$ cat config.mk
export PLATFORM = sky130hd
export DESIGN_NAME = pipe_stage_buf
export DESIGN_NICKNAME = d
export VERILOG_FILES = /design/src/rtl/pipe_stage_buf.sv
export SDC_FILE = /design/constraint.sdc
export NUM_CORES = 1
export LEC_CHECK = 0
export BUFFER_PORTS_ARGS = -buffer_cell sky130_fd_sc_hd__buf_2
export CAP_MARGIN = 20
export CORE_ASPECT_RATIO = 0.6
export CORE_MARGIN = 4
export CORE_UTILIZATION = 56
export DETAILED_ROUTE_END_ITERATION = 8
export PLACE_DENSITY = 0.81
export SYNTH_ARGS = -nofsm -noshare
export SYNTH_HDL_FRONTEND = slang
export SYNTH_SLANG_ARGS = --single-unit
$ cat constraint.sdc
create_clock -name clk -period 7.1 [get_ports clk]
set_input_delay 0.71 -clock clk [delete_from_list [all_inputs] [get_ports clk]]
set_output_delay 0.71 -clock clk [all_outputs]
set_load 0.05 [all_outputs]
$ cat src/rtl/pipe_stage_buf.sv
// pipe_stage_buf: elastic valid/ready pipeline register for the CPU32
// decode -> execute/memory/writeback boundary.
//
// Holds up to two beats: a main entry that drives the outputs and a skid
// entry that catches the beat arriving in the cycle the downstream stalls.
// Upstream ready is a pure flop output, so there is no combinational path
// from out_ready to in_ready.
//
// Optional build macro: PIPE_STAGE_PERF_CNT_EN adds the stall_cnt and
// bubble_cnt performance counter outputs.
//
// Handshake: a beat moves on a rising clk edge when valid and ready are both
// high on that edge (in_valid & in_ready upstream, out_valid & out_ready
// downstream). A producer holding valid keeps its payload stable until it is
// taken; ready never depends combinationally on valid.
module pipe_stage_buf #(
    parameter int                 WIDTH     = 96,
    parameter int                 SB_WIDTH  = 1,
    parameter logic [WIDTH-1:0]   NOP_VALUE = {WIDTH{1'b0}}
) (
    input  logic                clk,
    input  logic                rst,
    input  logic                in_valid,
    output logic                in_ready,
    input  logic                in_pass,
    input  logic [WIDTH-1:0]    in_data,
    input  logic [SB_WIDTH-1:0] in_sb,
    output logic                out_valid,
    input  logic                out_ready,
    output logic [WIDTH-1:0]    out_data,
    output logic [SB_WIDTH-1:0] out_sb,
    input  logic                flush,
`ifdef PIPE_STAGE_PERF_CNT_EN
    output logic [31:0]         stall_cnt,
    output logic [31:0]         bubble_cnt,
`endif
    output logic [1:0]          dbg_state
);

    // State encoding is {main valid, skid valid}; 2'b01 is unreachable.
    typedef enum logic [1:0] {
        ST_EMPTY = 2'b00,
        ST_ONE   = 2'b10,
        ST_TWO   = 2'b11
    } state_t;

    state_t                r_state;
    state_t                w_state_nxt;
    logic                  r_in_ready;

    logic [WIDTH-1:0]      r_m_d;
    logic [SB_WIDTH-1:0]   r_m_sb;
    logic [WIDTH-1:0]      r_s_d;
    logic [SB_WIDTH-1:0]   r_s_sb;

    logic                  w_m_v;
    logic                  w_s_v;
    logic                  w_accept;
    logic                  w_drain;
    logic [WIDTH-1:0]      w_in_payload;

    // Per-cycle datapath controls produced by the FSM.
    logic                  w_ld_m_in;
    logic                  w_ld_m_skid;
    logic                  w_ld_s_in;
    logic                  w_clr_m;
    logic                  w_clr_s;

    assign w_m_v        = (r_state != ST_EMPTY);
    assign w_s_v        = (r_state == ST_TWO);
    assign w_accept     = in_valid & r_in_ready;
    assign w_drain      = w_m_v & out_ready;
    // Substitution happens on entry so the stored beat is already final.
    assign w_in_payload = in_pass ? in_data : NOP_VALUE;

    // State register and registered upstream ready (ready = skid empty).
    always_ff @(posedge clk or posedge rst) begin
        if (rst) begin
            r_state    <= ST_EMPTY;
            r_in_ready <= 1'b1;
        end else begin
            r_state    <= w_state_nxt;
            r_in_ready <= (w_state_nxt != ST_TWO);
        end
    end

    // Next state and datapath controls; flush overrides every transition.
    always_comb begin
        w_state_nxt = r_state;
        w_ld_m_in   = 1'b0;
        w_ld_m_skid = 1'b0;
        w_ld_s_in   = 1'b0;
        w_clr_m     = 1'b0;
        w_clr_s     = 1'b0;
        if (flush) begin
            w_state_nxt = ST_EMPTY;
            w_clr_m     = 1'b1;
            w_clr_s     = 1'b1;
        end else begin
            case (r_state)
                ST_EMPTY: begin
                    if (w_accept) begin
                        w_state_nxt = ST_ONE;
                        w_ld_m_in   = 1'b1;
                    end
                end
                ST_ONE: begin
                    if (w_accept && w_drain) begin
                        w_ld_m_in   = 1'b1;
                    end else if (w_accept) begin
                        w_state_nxt = ST_TWO;
                        w_ld_s_in   = 1'b1;
                    end else if (w_drain) begin
                        w_state_nxt = ST_EMPTY;
                        w_clr_m     = 1'b1;
                    end
                end
                ST_TWO: begin
                    // in_ready is low here, so only a drain can happen.
                    if (w_drain) begin
                        w_state_nxt = ST_ONE;
                        w_ld_m_skid = 1'b1;
                        w_clr_s     = 1'b1;
                    end
                end
                default: begin
                    w_state_nxt = ST_EMPTY;
                    w_clr_m     = 1'b1;
                    w_clr_s     = 1'b1;
                end
            endcase
        end
    end

    // Main entry payload/sideband: load from input, from skid, or clear.
    always_ff @(posedge clk or posedge rst) begin
        if (rst) begin
            r_m_d  <= NOP_VALUE;
            r_m_sb <= '0;
        end else if (w_clr_m) begin
            r_m_d  <= NOP_VALUE;
            r_m_sb <= '0;
        end else if (w_ld_m_in) begin
            r_m_d  <= w_in_payload;
            r_m_sb <= in_sb;
        end else if (w_ld_m_skid) begin
            r_m_d  <= r_s_d;
            r_m_sb <= r_s_sb;
        end
    end

    // Skid entry payload/sideband: catch the beat taken during a stall.
    always_ff @(posedge clk or posedge rst) begin
        if (rst) begin
            r_s_d  <= NOP_VALUE;
            r_s_sb <= '0;
        end else if (w_clr_s) begin
            r_s_d  <= NOP_VALUE;
            r_s_sb <= '0;
        end else if (w_ld_s_in) begin
            r_s_d  <= w_in_payload;
            r_s_sb <= in_sb;
        end
    end

    assign in_ready  = r_in_ready;
    assign out_valid = w_m_v;
    assign out_data  = w_m_v ? r_m_d  : NOP_VALUE;
    assign out_sb    = w_m_v ? r_m_sb : '0;
    assign dbg_state = r_state;

`ifdef PIPE_STAGE_PERF_CNT_EN
    // Per-entry "was NOP-substituted" flags follow their beats.
    logic        r_m_nop;
    logic        r_s_nop;
    logic [31:0] r_stall_cnt;
    logic [31:0] r_bubble_cnt;

    // NOP flags move with the payload through main and skid.
    always_ff @(posedge clk or posedge rst) begin
        if (rst) begin
            r_m_nop <= 1'b0;
            r_s_nop <= 1'b0;
        end else begin
            if (w_clr_m) begin
                r_m_nop <= 1'b0;
            end else if (w_ld_m_in) begin
                r_m_nop <= ~in_pass;
            end else if (w_ld_m_skid) begin
                r_m_nop <= r_s_nop;
            end
            if (w_clr_s) begin
                r_s_nop <= 1'b0;
            end else if (w_ld_s_in) begin
                r_s_nop <= ~in_pass;
            end
        end
    end

    // Free-running wrap-around counters; only rst clears them.
    always_ff @(posedge clk or posedge rst) begin
        if (rst) begin
            r_stall_cnt  <= 32'd0;
            r_bubble_cnt <= 32'd0;
        end else begin
            if (w_m_v && !out_ready) begin
                r_stall_cnt <= r_stall_cnt + 32'd1;
            end
            if (!w_m_v || (w_drain && r_m_nop)) begin
                r_bubble_cnt <= r_bubble_cnt + 32'd1;
            end
        end
    end

    assign stall_cnt  = r_stall_cnt;
    assign bubble_cnt = r_bubble_cnt;
`endif

endmodule

==> results.md <==
- The run finished with clean final reports.
- The placer's final routability congestion estimate is 0.821.
- In this run, CTS created clock tree buffers numbering 17.
- The path class of the tightest hold or removal check is in -> async.
- During I/O placement, the number of pins put on the boundary was 204.
- The net count after synthesis is 1111.
- The biggest area consumer among synthesized cells is sky130_fd_sc_hd__dfrtp_1.
- On the worst path, the slowest cell contributes a delay of 0.85 ns.
- The number of buffers on the longest clock path is 2.
- The worst-case headroom to the max-slew limit is a little under a quarter.
- The sequential area share after synthesis is 48.8%.
- The number of antenna violations at the first check in global routing is 2.
- For the worst-skew pair, the clock arrives at the later sink with an insertion delay of 0.42 ns.
- The H-tree generated during clock tree synthesis spans 4 levels.
- The count of vias placed by the detailed router is approximately 8000.
- Summing all multi-input logic gate instances after layout gives 4740 um^2.
- The ratio of final minimum period to clock period is 47.4%.
- The actual transition at the worst max-transition pin is 1.15 ns.
- The number of cells after detailed placement is between 1000 and 1500.
- Summed over its instances, the top area cell type makes up 48.6% of the synthesized netlist area.
- The pre-antenna-repair detailed-routing pass consisted of 5 iterations.
- The clock root buffer master is sky130_fd_sc_hd__clkbuf_16.
- The number of nets in the finished design is roughly 1300.
- By area the synthesized netlist is led by sky130_fd_sc_hd__dfrtp_1 49%, sky130_fd_sc_hd__mux2i_1 9.6%, sky130_fd_sc_hd__nand2_1 7.3%, sky130_fd_sc_hd__and2_1 6.0%, sky130_fd_sc_hd__nor2b_1 6.0%.
- The initial detailed-routing violation count is 745.
- The category of the worst setup path launch point is a register.
- Power spread over the standard cell area amounts to 217 nW/um^2.
- By area, the combinational part of the netlist is dominated by simple AND/OR/NAND/NOR gates.
- At the worst endpoint, the arrival time is 3.63 ns.
- The signal on the critical path passes through inv_1 -> ha_1 -> a21oi_2 -> nor3_2 -> buf_4 -> buf_4 -> mux2i_1 -> o2bb2ai_2.
- The cell at the slowest stage of the critical path is sky130_fd_sc_hd__buf_4.
- The post-CTS setup buffer count is 0.
- The number of sinks driven by the clock tree is 197.
- The share of the synthesized area in compound gates (AO/OA/AOI/OAI) is around 16%.
- The non-filler instance count after layout is 1398.
- The hold violation count in the final report is 0.
- The static power due to leakage is 5.16 nW.
- The leading register cell type out of synthesis is sky130_fd_sc_hd__dfrtp_1.
- The number of filler instances in the final layout is around 1400.
- The fraction of final layout cells sized beyond drive strength 1 is 24.8%.
- The summed instance area of the synthesized netlist is around 10000 um^2.
- TritonCTS built the clock tree.
- The number of pins with negative max-slew slack in the final report is 0.
- The critical path endpoint category is a register.
- The floorplan step set the die width to 181 um.
- After synthesis, the share of flip-flops with an asynchronous set or reset is 100%.
- From synthesis to final layout, the design area changed by 16.2%.
- Setup repair after global routing left no endpoint under its margin.
- The floorplan has 37 rows.
- The netlist uses 32 different library cells.
- Measured along the y axis, the die boundary spans between 100 and 150 um.
- The final count of negative-setup-slack endpoints is 0.
- The clock-pin slew on the worst setup and hold paths is around 0.070 ns.
- The overall track demand over capacity in global routing is 24.4%.
- The initial standard-cell utilization of the core is around three fifths.
- The number of antenna-violating nets in the routed design is 0.
- The library cell appearing most often on the critical path is sky130_fd_sc_hd__buf_4.
- The fraction of synthesized cell area in xor and xnor cells is 0%.
- Of all nets on the critical path, the largest fanout is 54.
- After Yosys synthesis, full adders, half adders and majority gates account for less than 1% of the synthesized area.
- The total wire length is 25200 um.
- At the worst endpoint, the required time is 7.37 ns.
- In the synthesized netlist, mux cells make up 9.61% of the area.
- The region available for standard cell placement spans 17400 um^2.
- Max-cap violations in this run came to 0.
- In this run, synthesis produced a sequential element count of between 150 and 200.
- The total area of sequential cells is 4930 um^2.
- The library cell used most frequently in the layout, excluding fill and tap cells, is sky130_fd_sc_hd__buf_2.
- The post-route clock skew is 0.0120 ns.
- The number of global-route vias before repair came to 7856.
- The die covers 20300 um^2.
- The first global-routing pass estimated 41100 um of wire.
- Leaving out fill and tap cells, the most frequent cells in the layout are 203 x sky130_fd_sc_hd__buf_2, 197 x sky130_fd_sc_hd__nand2_1, 196 x sky130_fd_sc_hd__dfrtp_1.
- For the finished layout, the period the worst path requires is roughly 3.4 ns.
- The maximum frequency from static timing analysis is 297 MHz.
- The peak ir drop on the vdd network is 0.153 mV.
- Setup total negative slack on the finished layout was measured at 0 ns.
- After clock tree synthesis, the repair step resized 0 gates.
- The number of buffers inserted by port buffering is 203.
- In the routed layout, each cell is associated on average with a via count of 5.60.
- The synthesized design contains 0 enable-type register cells.
- Hold timing on the final database bottoms out at a slack of 0.442 ns.
- The number of warnings reported in the yosys synthesis log is 0.
- The number of buffers inserted for hold repair after clock tree synthesis is 0.
- The number of antenna cells inserted is 0.
- The largest net degree at the start of global routing is approximately 120.
- After global routing the overflow that remains totals 0.
- Averaged over all synthesized cells, the footprint is 10.1 um^2.
- The classification of the worst setup path is reg -> reg.
- In the final routed layout, each cell accounts on average for about 18 um.
- The synthesized-area fraction occupied by and/or/nand/nor cells is 19.9%.
- Synthesis produced a netlist whose cell count is 1003.
- The HPWL after detailed placement is 15000 um.
- The post-route DRC violation count is 0.
## worst max-delay path: cells and delay by family (launching register included)
kind	cells	cell delay, ns
compound gates	2	0.20
fa+ha+maj	1	0.40
buf+inv	3	1.67
flops	1	0.44
mux	1	0.32
simple gates	1	0.12
## area by class of cell
cell class                 count  share of cell area, %
clock buffer                  20                   3.89
clock inverter                12                  0.949
inverter                       7                  0.288
multi-input combinational    713                   40.4
sequential                   197                   42.0
tap                          234                   2.49
timing repair buffer         215                   9.94
## Yosys cell counts, types with 2 or more instances
cell	instances
sky130_fd_sc_hd__inv_1	7
sky130_fd_sc_hd__dfrtp_1	196
sky130_fd_sc_hd__nor3_1	2
sky130_fd_sc_hd__ha_1	5
sky130_fd_sc_hd__nor2b_1	97
sky130_fd_sc_hd__mux2i_1	97
sky130_fd_sc_hd__buf_1	2
sky130_fd_sc_hd__a21oi_1	102
sky130_fd_sc_hd__nand2b_1	3
sky130_fd_sc_hd__o2bb2ai_1	67
sky130_fd_sc_hd__clkbuf_1	48
sky130_fd_sc_hd__buf_4	4
sky130_fd_sc_hd__a21bo_2	2
sky130_fd_sc_hd__a311o_1	2
sky130_fd_sc_hd__buf_2	22
sky130_fd_sc_hd__nand2_1	197
sky130_fd_sc_hd__buf_6	10
sky130_fd_sc_hd__and2_1	97
sky130_fd_sc_hd__o2bb2ai_2	30
## layer usage
metal / vias to the layer above / part of all wire (%) / track usage (%)
met1: 3820 / 47 / 36.7
met2: 293 / 45 / 37.6
met4: 4 / 0.76 / 3.70
met5: - / 0.095 / 0
met3: 18 / 7.1 / 5.21
li1: 3695 / - / -
## flip-flops by register name, summed over array words and instances (netlist names)
name,cells
r_s_sb,1
r_s_d,96
r_m_sb,1
in_ready,1
dbg_state,2
r_m_d,96
## path summary, 6_finish.rpt
path                         startpoint   endpoint  slack [ns]  cells after the start
max                        dbg_state[0]  r_m_d[16]        3.73                      8
min                                 rst  r_s_d[66]        0.44                      2
min reg2reg                   r_m_d[39]  r_m_d[39]        0.48                      1
max reg2reg                dbg_state[0]  r_m_d[16]        3.73                      8
min in group clk              r_m_d[39]  r_m_d[39]        0.48                      1
max in group asynchronous           rst  r_m_d[87]        5.45                      4
## kinds of logic after synthesis
logic type,after synthesis
compound gates,210
fa+ha+maj,5
mux,97
buf+inv,93
simple gates,401
flops,197
## power breakdown
part	total [mW]	internal, mW	switching, mW
clock	0.936	0.483	0.453
combinational	0.452	0.130	0.322
sequential	1.16	1.15	0.0162
total	2.55	1.76	0.792
## per-stage QoR
step | power (mW) | utilization, % | setup WS (ns) | area [um^2]
final | 2.55 | 67.4 | 3.73 | 11700
after global routing | 2.65 | 67.4 | 3.58 | 11700
after CTS | 2.55 | 66.9 | 3.77 | 11700
after floorplan | 1.51 | - | 1.02 | 10100
after detailed placement | 1.62 | 63.7 | 3.79 | 11100
after global placement | 1.61 | 63.7 | 3.89 | 11100
(Power assumes the default switching activity.)
